--- config.mk ---
export PLATFORM = sky130hd
export DESIGN_NAME = dmem_port_arbiter
export DESIGN_NICKNAME = d
export VERILOG_FILES = /design/src/rtl/dmem_port_arbiter_pkg.sv /design/src/rtl/dmem_port_arbiter_store_queue.sv /design/src/rtl/dmem_port_arbiter.sv
export SDC_FILE = /design/constraint.sdc
export NUM_CORES = 1
export LEC_CHECK = 0
export CAP_MARGIN = 20
export CORE_UTILIZATION = 41
export DETAILED_ROUTE_END_ITERATION = 16
export GPL_TIMING_DRIVEN = 0
export PLACE_DENSITY_LB_ADDON = 0.08
export SLEW_MARGIN = 20
export SYNTH_ARGS = -nofsm -noshare
export SYNTH_HDL_FRONTEND = slang
export SYNTH_SLANG_ARGS = --single-unit
export TNS_END_PERCENT = 10
--- constraint.sdc ---
create_clock -name clk_i -period 3.6 [get_ports clk_i]
set_input_delay 0.72 -clock clk_i [delete_from_list [all_inputs] [get_ports clk_i]]
set_output_delay 0.72 -clock clk_i [all_outputs]
set_load 0.03 [all_outputs]
--- src/rtl/dmem_port_arbiter_pkg.sv ---
// Shared types and default sizing for the data-memory port arbiter.
package dmem_port_arbiter_pkg;

  localparam int WORD_SIZE_P       = 16;
  localparam int DMEM_STARVE_LIMIT = 4;
  localparam int DMEM_STORE_Q_ELS  = 2;

  typedef struct packed {
    logic [WORD_SIZE_P-1:0] addr;
    logic [WORD_SIZE_P-1:0] data;
  } dmem_store_entry_s;

endpackage

--- src/rtl/dmem_port_arbiter_store_queue.sv ---
// In-order committed-store FIFO; head entry is visible combinationally so it can
// be written to memory in the same cycle it is granted.
module dmem_store_queue
  import dmem_port_arbiter_pkg::*;
#(
  parameter int els_p   = DMEM_STORE_Q_ELS,
  parameter int width_p = $bits(dmem_store_entry_s)
) (
  input  logic               clk_i,
  input  logic               reset_i,
  input  logic               enq_i,
  input  logic [width_p-1:0] data_i,
  input  logic               deq_i,
  output logic [width_p-1:0] data_o,
  output logic               full_o,
  output logic               empty_o
);

  localparam int ptr_w_lp = $clog2(els_p);
  localparam int cnt_w_lp = $clog2(els_p + 1);

  if (els_p < 2 || (els_p & (els_p - 1)) != 0) begin : g_bad_depth
    $error("dmem_store_queue: els_p must be a power of 2 and at least 2");
  end

  logic [width_p-1:0]  mem_q [els_p];
  logic [ptr_w_lp-1:0] wptr_q, rptr_q;
  logic [cnt_w_lp-1:0] count_q;
  logic                enq_ok, deq_ok;

  assign full_o  = (count_q == cnt_w_lp'(els_p));
  assign empty_o = (count_q == '0);
  assign enq_ok  = enq_i & ~full_o;
  assign deq_ok  = deq_i & ~empty_o;
  assign data_o  = mem_q[rptr_q];

  // Power-of-2 depth lets the pointers wrap by plain overflow.
  always_ff @(posedge clk_i or posedge reset_i) begin
    if (reset_i) begin
      wptr_q  <= '0;
      rptr_q  <= '0;
      count_q <= '0;
    end else begin
      if (enq_ok) wptr_q <= wptr_q + ptr_w_lp'(1);
      if (deq_ok) rptr_q <= rptr_q + ptr_w_lp'(1);
      count_q <= count_q + cnt_w_lp'(enq_ok) - cnt_w_lp'(deq_ok);
    end
  end

  always_ff @(posedge clk_i) begin
    if (enq_ok) mem_q[wptr_q] <= data_i;
  end

endmodule

--- src/rtl/dmem_port_arbiter.sv ---
// Arbitrates the single-port data memory between loads and buffered committed stores,
// with bounded store starvation and a one-cycle load response path.
module dmem_port_arbiter
  import dmem_port_arbiter_pkg::*;
#(
  parameter int word_size_p    = WORD_SIZE_P,
  parameter int waddr_width_p  = $clog2(word_size_p),
  parameter int store_q_els_p  = DMEM_STORE_Q_ELS,
  parameter int starve_limit_p = DMEM_STARVE_LIMIT,
  parameter int tag_width_p    = 4
) (
  input  logic                     clk_i,
  input  logic                     reset_i,
  input  logic                     flush_i,
  input  logic                     st_v_i,
  input  logic [word_size_p-1:0]   st_addr_i,
  input  logic [word_size_p-1:0]   st_data_i,
  output logic                     st_ready_o,
  input  logic                     ld_v_i,
  input  logic [word_size_p-1:0]   ld_addr_i,
  input  logic [tag_width_p-1:0]   ld_tag_i,
  output logic                     ld_ready_o,
  output logic                     ld_resp_v_o,
  output logic [word_size_p-1:0]   ld_resp_data_o,
  output logic [tag_width_p-1:0]   ld_resp_tag_o,
  output logic                     data_mem_w_v_i,
  output logic [waddr_width_p-1:0] data_mem_w_addr_i,
  output logic [word_size_p-1:0]   data_mem_w_data_i,
  output logic                     data_mem_r_v_i,
  output logic [word_size_p-1:0]   data_mem_r_addr_i,
  input  logic [word_size_p-1:0]   data_mem_r_data_o
);

  localparam int cnt_w_lp   = $clog2(starve_limit_p + 1);
  localparam int entry_w_lp = waddr_width_p + word_size_p;

  logic                   q_full, q_empty;
  logic [entry_w_lp-1:0]  q_head;
  logic                   force_store, store_wins, ld_issue, st_accept;
  logic [cnt_w_lp-1:0]    starve_q, starve_d;
  logic                   pend_q;
  logic [tag_width_p-1:0] tag_q;

  // Only the low address bits reach the write port, so only those are queued.
  if (waddr_width_p < word_size_p) begin : g_addr_trunc
    logic st_addr_hi_unused;
    assign st_addr_hi_unused = ^st_addr_i[word_size_p-1:waddr_width_p];
  end

  assign force_store = ~q_empty & (q_full | (starve_q == cnt_w_lp'(starve_limit_p)));
  assign store_wins  = ~reset_i & ~q_empty & (force_store | ~ld_v_i);
  assign ld_ready_o  = ~reset_i & ~flush_i & ~force_store;
  assign ld_issue    = ld_v_i & ld_ready_o;
  assign st_ready_o  = ~reset_i & ~q_full;
  assign st_accept   = st_v_i & st_ready_o;

  dmem_store_queue #(
    .els_p  (store_q_els_p),
    .width_p(entry_w_lp)
  ) u_store_q (
    .clk_i  (clk_i),
    .reset_i(reset_i),
    .enq_i  (st_accept),
    .data_i ({st_addr_i[waddr_width_p-1:0], st_data_i}),
    .deq_i  (store_wins),
    .data_o (q_head),
    .full_o (q_full),
    .empty_o(q_empty)
  );

  assign data_mem_w_v_i    = store_wins;
  assign data_mem_w_addr_i = q_head[word_size_p +: waddr_width_p];
  assign data_mem_w_data_i = q_head[word_size_p-1:0];
  assign data_mem_r_v_i    = ld_issue;
  assign data_mem_r_addr_i = ld_addr_i;

  // Counts consecutive loads taken while a store waits; saturates at the limit.
  always_comb begin
    starve_d = starve_q;
    if (q_empty || store_wins) begin
      starve_d = '0;
    end else if (ld_issue && (starve_q != cnt_w_lp'(starve_limit_p))) begin
      starve_d = starve_q + cnt_w_lp'(1);
    end
  end

  always_ff @(posedge clk_i or posedge reset_i) begin
    if (reset_i) begin
      starve_q <= '0;
      pend_q   <= 1'b0;
      tag_q    <= '0;
    end else begin
      starve_q <= starve_d;
      pend_q   <= ld_issue;
      if (ld_issue) tag_q <= ld_tag_i;
    end
  end

  assign ld_resp_v_o    = pend_q & ~flush_i;
  assign ld_resp_data_o = data_mem_r_data_o;
  assign ld_resp_tag_o  = tag_q;

endmodule

==> results of run 1 <==
-- sequential cells by signal (all words and copies together) (netlist names) --
name and cells:
ld_resp_tag_o 4, pend_q 1, starve_q 3, u_store_q.count_q 2, u_store_q.mem_q 40, u_store_q.rptr_q 1, u_store_q.wptr_q 1
-- area by class of cell --
cell class | instances | share of cell area
Timing Repair Buffer | 90 | 0.259
Sequential cell | 52 | 0.432
Inverter | 7 | 0.00755
Buffer | 34 | 0.0719
Tap cell | 72 | 0.0259
Clock buffer | 5 | 0.0198
Multi-Input combinational cell | 62 | 0.171
Clock inverter | 3 | 0.0133
-- power by group through the flow --
| stage | sequential, mW | clock (mW) | combinational (mW) |
|---|---|---|---|
| 4_1_cts | 0.824 | 0.403 | 0.976 |
| 5_1_grt | 0.837 | 0.424 | 1.02 |
| 3_3_place_gp | 0.831 | 0 | 0.961 |
| 6_report | 0.824 | 0.400 | 0.962 |
| 2_1_floorplan | 0.862 | 0 | 0.582 |
| 3_5_place_dp | 0.832 | 0 | 0.974 |
-- cell families after synthesis --
logic type      after synthesis
flops                        52
buf+inv                      41
mux                          24
simple gates                 19
compound gates               11
xor+xnor                      4
fa+ha+maj                     4
-- worst paths after layout --
kind,to,cells after the start
worst min register to register,ld_resp_tag_o[0],1
max in group asynchronous,u_store_q.count_q[1],2
worst min-delay path,ld_resp_tag_o[0],1
worst max register to register,u_store_q.mem_q[1][17],4
min in group asynchronous,pend_q,2
worst max-delay path,data_mem_r_v_i,5
-- per-stage QoR --
stage	utilization	setup TNS, ps
floorplan	-	0
global placement	0.605	-4620
detailed placement	0.607	0
CTS	0.628	0
global route	0.628	0
finish	0.628	0
-- critical path, stage by stage --
cell and delay, ps:
clkdlybuf4s50_1 550, nor2_2 310, nand4_4 200, inv_1 110, clkdlybuf4s50_1 670
-- placed cells by master (no fill, tap or decap), types with 2 or more instances in the layout --
cell / synthesis / layout
mux2_2: 20 / 20
nor2_2: 1 / 2
xnor2_1: 3 / 3
nand4_1: 2 / 2
clkdlybuf4s50_1: 0 / 89
buf_2: 2 / 2
nand3_1: 2 / 2
clkbuf_8: 0 / 5
o31ai_1: 2 / 2
dfrtp_1: 12 / 12
a21oi_1: 2 / 2
edfxtp_1: 40 / 40
buf_4: 32 / 32
inv_1: 7 / 7
nor2_1: 3 / 2
ha_1: 4 / 4
mux2_4: 4 / 4
-- metal layers --
metal / global-route usage / routed length (microns)
met1: 0.193 / 1920
met3: 0.0365 / 330
met4: 0.0389 / 42
met2: 0.245 / 2040
met5: 0 / 0
==> out/metrics.yaml, run 1 <==
finalNetCount: 329
cts.path.max_buffers: 2
area_growth_pct: 46.9
syn_inst: 155
firstDrtPassIters: 4
final_cells: 325
yosys_warnings: 0
clk_pin_slew_worst_paths_ps: 90
final_max_slew_viol_count: 0
syn_nets: 232
io_buffer_count: 89
ys_seq_area_frac: 0.634
gp_congestion: 0.803
synthMuxAreaShare: 0.120
whs_ps: 528
drt_iter0_drc: 71
place_ws_ps: 252
dp_cells: 317
rsz0062_at_grt: "false"
timing.reg2reg.setup_slack_ps: 1460
finClkSkew_ps: 5.97
cts_tree: "done"
start_util: 0.428
grt_start_max_net_pins: 21
antenna_found_initial: 0
cts_root_buffer: "clkbuf_8"
maxCapViolations: 0
dp_hpwl_mm: 3.21
drc_errors: 0
crit_start: "reset_i"
post_synth_main_area_contributors: "edfxtp_1 (51%), dfrtp_1 (13%), buf_4 (10%)"
die_height_microns: 78.0
grt.overflow.total: 0
insertion_delay_ps: 300
p_clk_frac: 0.183
p_sw_frac: 0.347
synth_edf_count: 40
num_rows: 27
avgSynthCellArea_sq_um: 15.3
power.density_nw_per_um2: 628
fill_cells: 439
synthTopCellsByCount: "edfxtp_1 (40), buf_4 (32), mux2_2 (20)"
endpoint_kind: "primary output"
hold_violations: 0
ir_drop_mv: 0.357
cp-start-kind: "input port"
cts_buffers: 5
cts_max_level: 2
status: "completed"
power_mw: 2.19
setup_viol: 0
antenna_cells: 0
hold_buffers: 0
die_x_microns: 78.0
totalWireLength_mm: 4.33
antenna_left: 0
multiInputGateArea_sq_um: 593
cts.repair.resized: 0
critPathKind: "in2out"
grtUsageTotal: 0.148
max_slew_margin: 0.385
worst_slack_ps: 308
min_from: "ld_resp_tag_o[0]"
p_sw_uw: 758
seq_power_share: 0.377
clock.fmax_ghz: 0.304
register_area_sq_um: 1500
ios: 134
core_sq_um: 5540
yosysMostFrequentCell: "edfxtp_1"
leakage_nw: 1.35
worst-path-max-fanout: 8
grt_pass1_wl_mm: 6.84
cp.arrival_ps: 2570
drive_above_1_share: 0.308
hold_path.class: "reg2reg"
synth-xor-area-share: 0.0148
wl_per_cell_microns: 13.3
async_flop_share: 0.231
internal-power_mw: 1.43
synth_top_family_by_area: "multiplexers"
vias_per_cell: 4.64
critPathRequiredTime_ps: 2880
synth_top_cell_area_share: 0.507
clkSinkCount: 52
synth_ff_type: "edfxtp_1"
fin_area_sq_um: 3480
postPlaceCellArea_sq_um: 3360
comb_power_share: 0.440
reg2reg_from: "u_store_q.count_q[0]"
yosys.area_share.simple: 0.0555
worst_pin_slew_ps: 922
post-route-period-util: 0.914
synth_compound_area_frac: 0.0375
post_cts_buffers: 0
synth_fa_ha_area_frac: 0.0211
netlist_area_sq_um: 2370
yosysUniqueCellTypes: 34
synth_area_leader_cell: "edfxtp_1"
die-area_sq_um: 6080
vias: 1508
finalCriticalPeriod_ps: 3290
ys_ff_latch: 52
grt_pass1_vias: 1449
(Power assumes the default switching activity.)
==> run 2: changes to the inputs <==
- ABC_AREA: default -> 0
==> results of run 2 <==
Same layout as run 1: the final DEF is identical, and so are final timing and power.
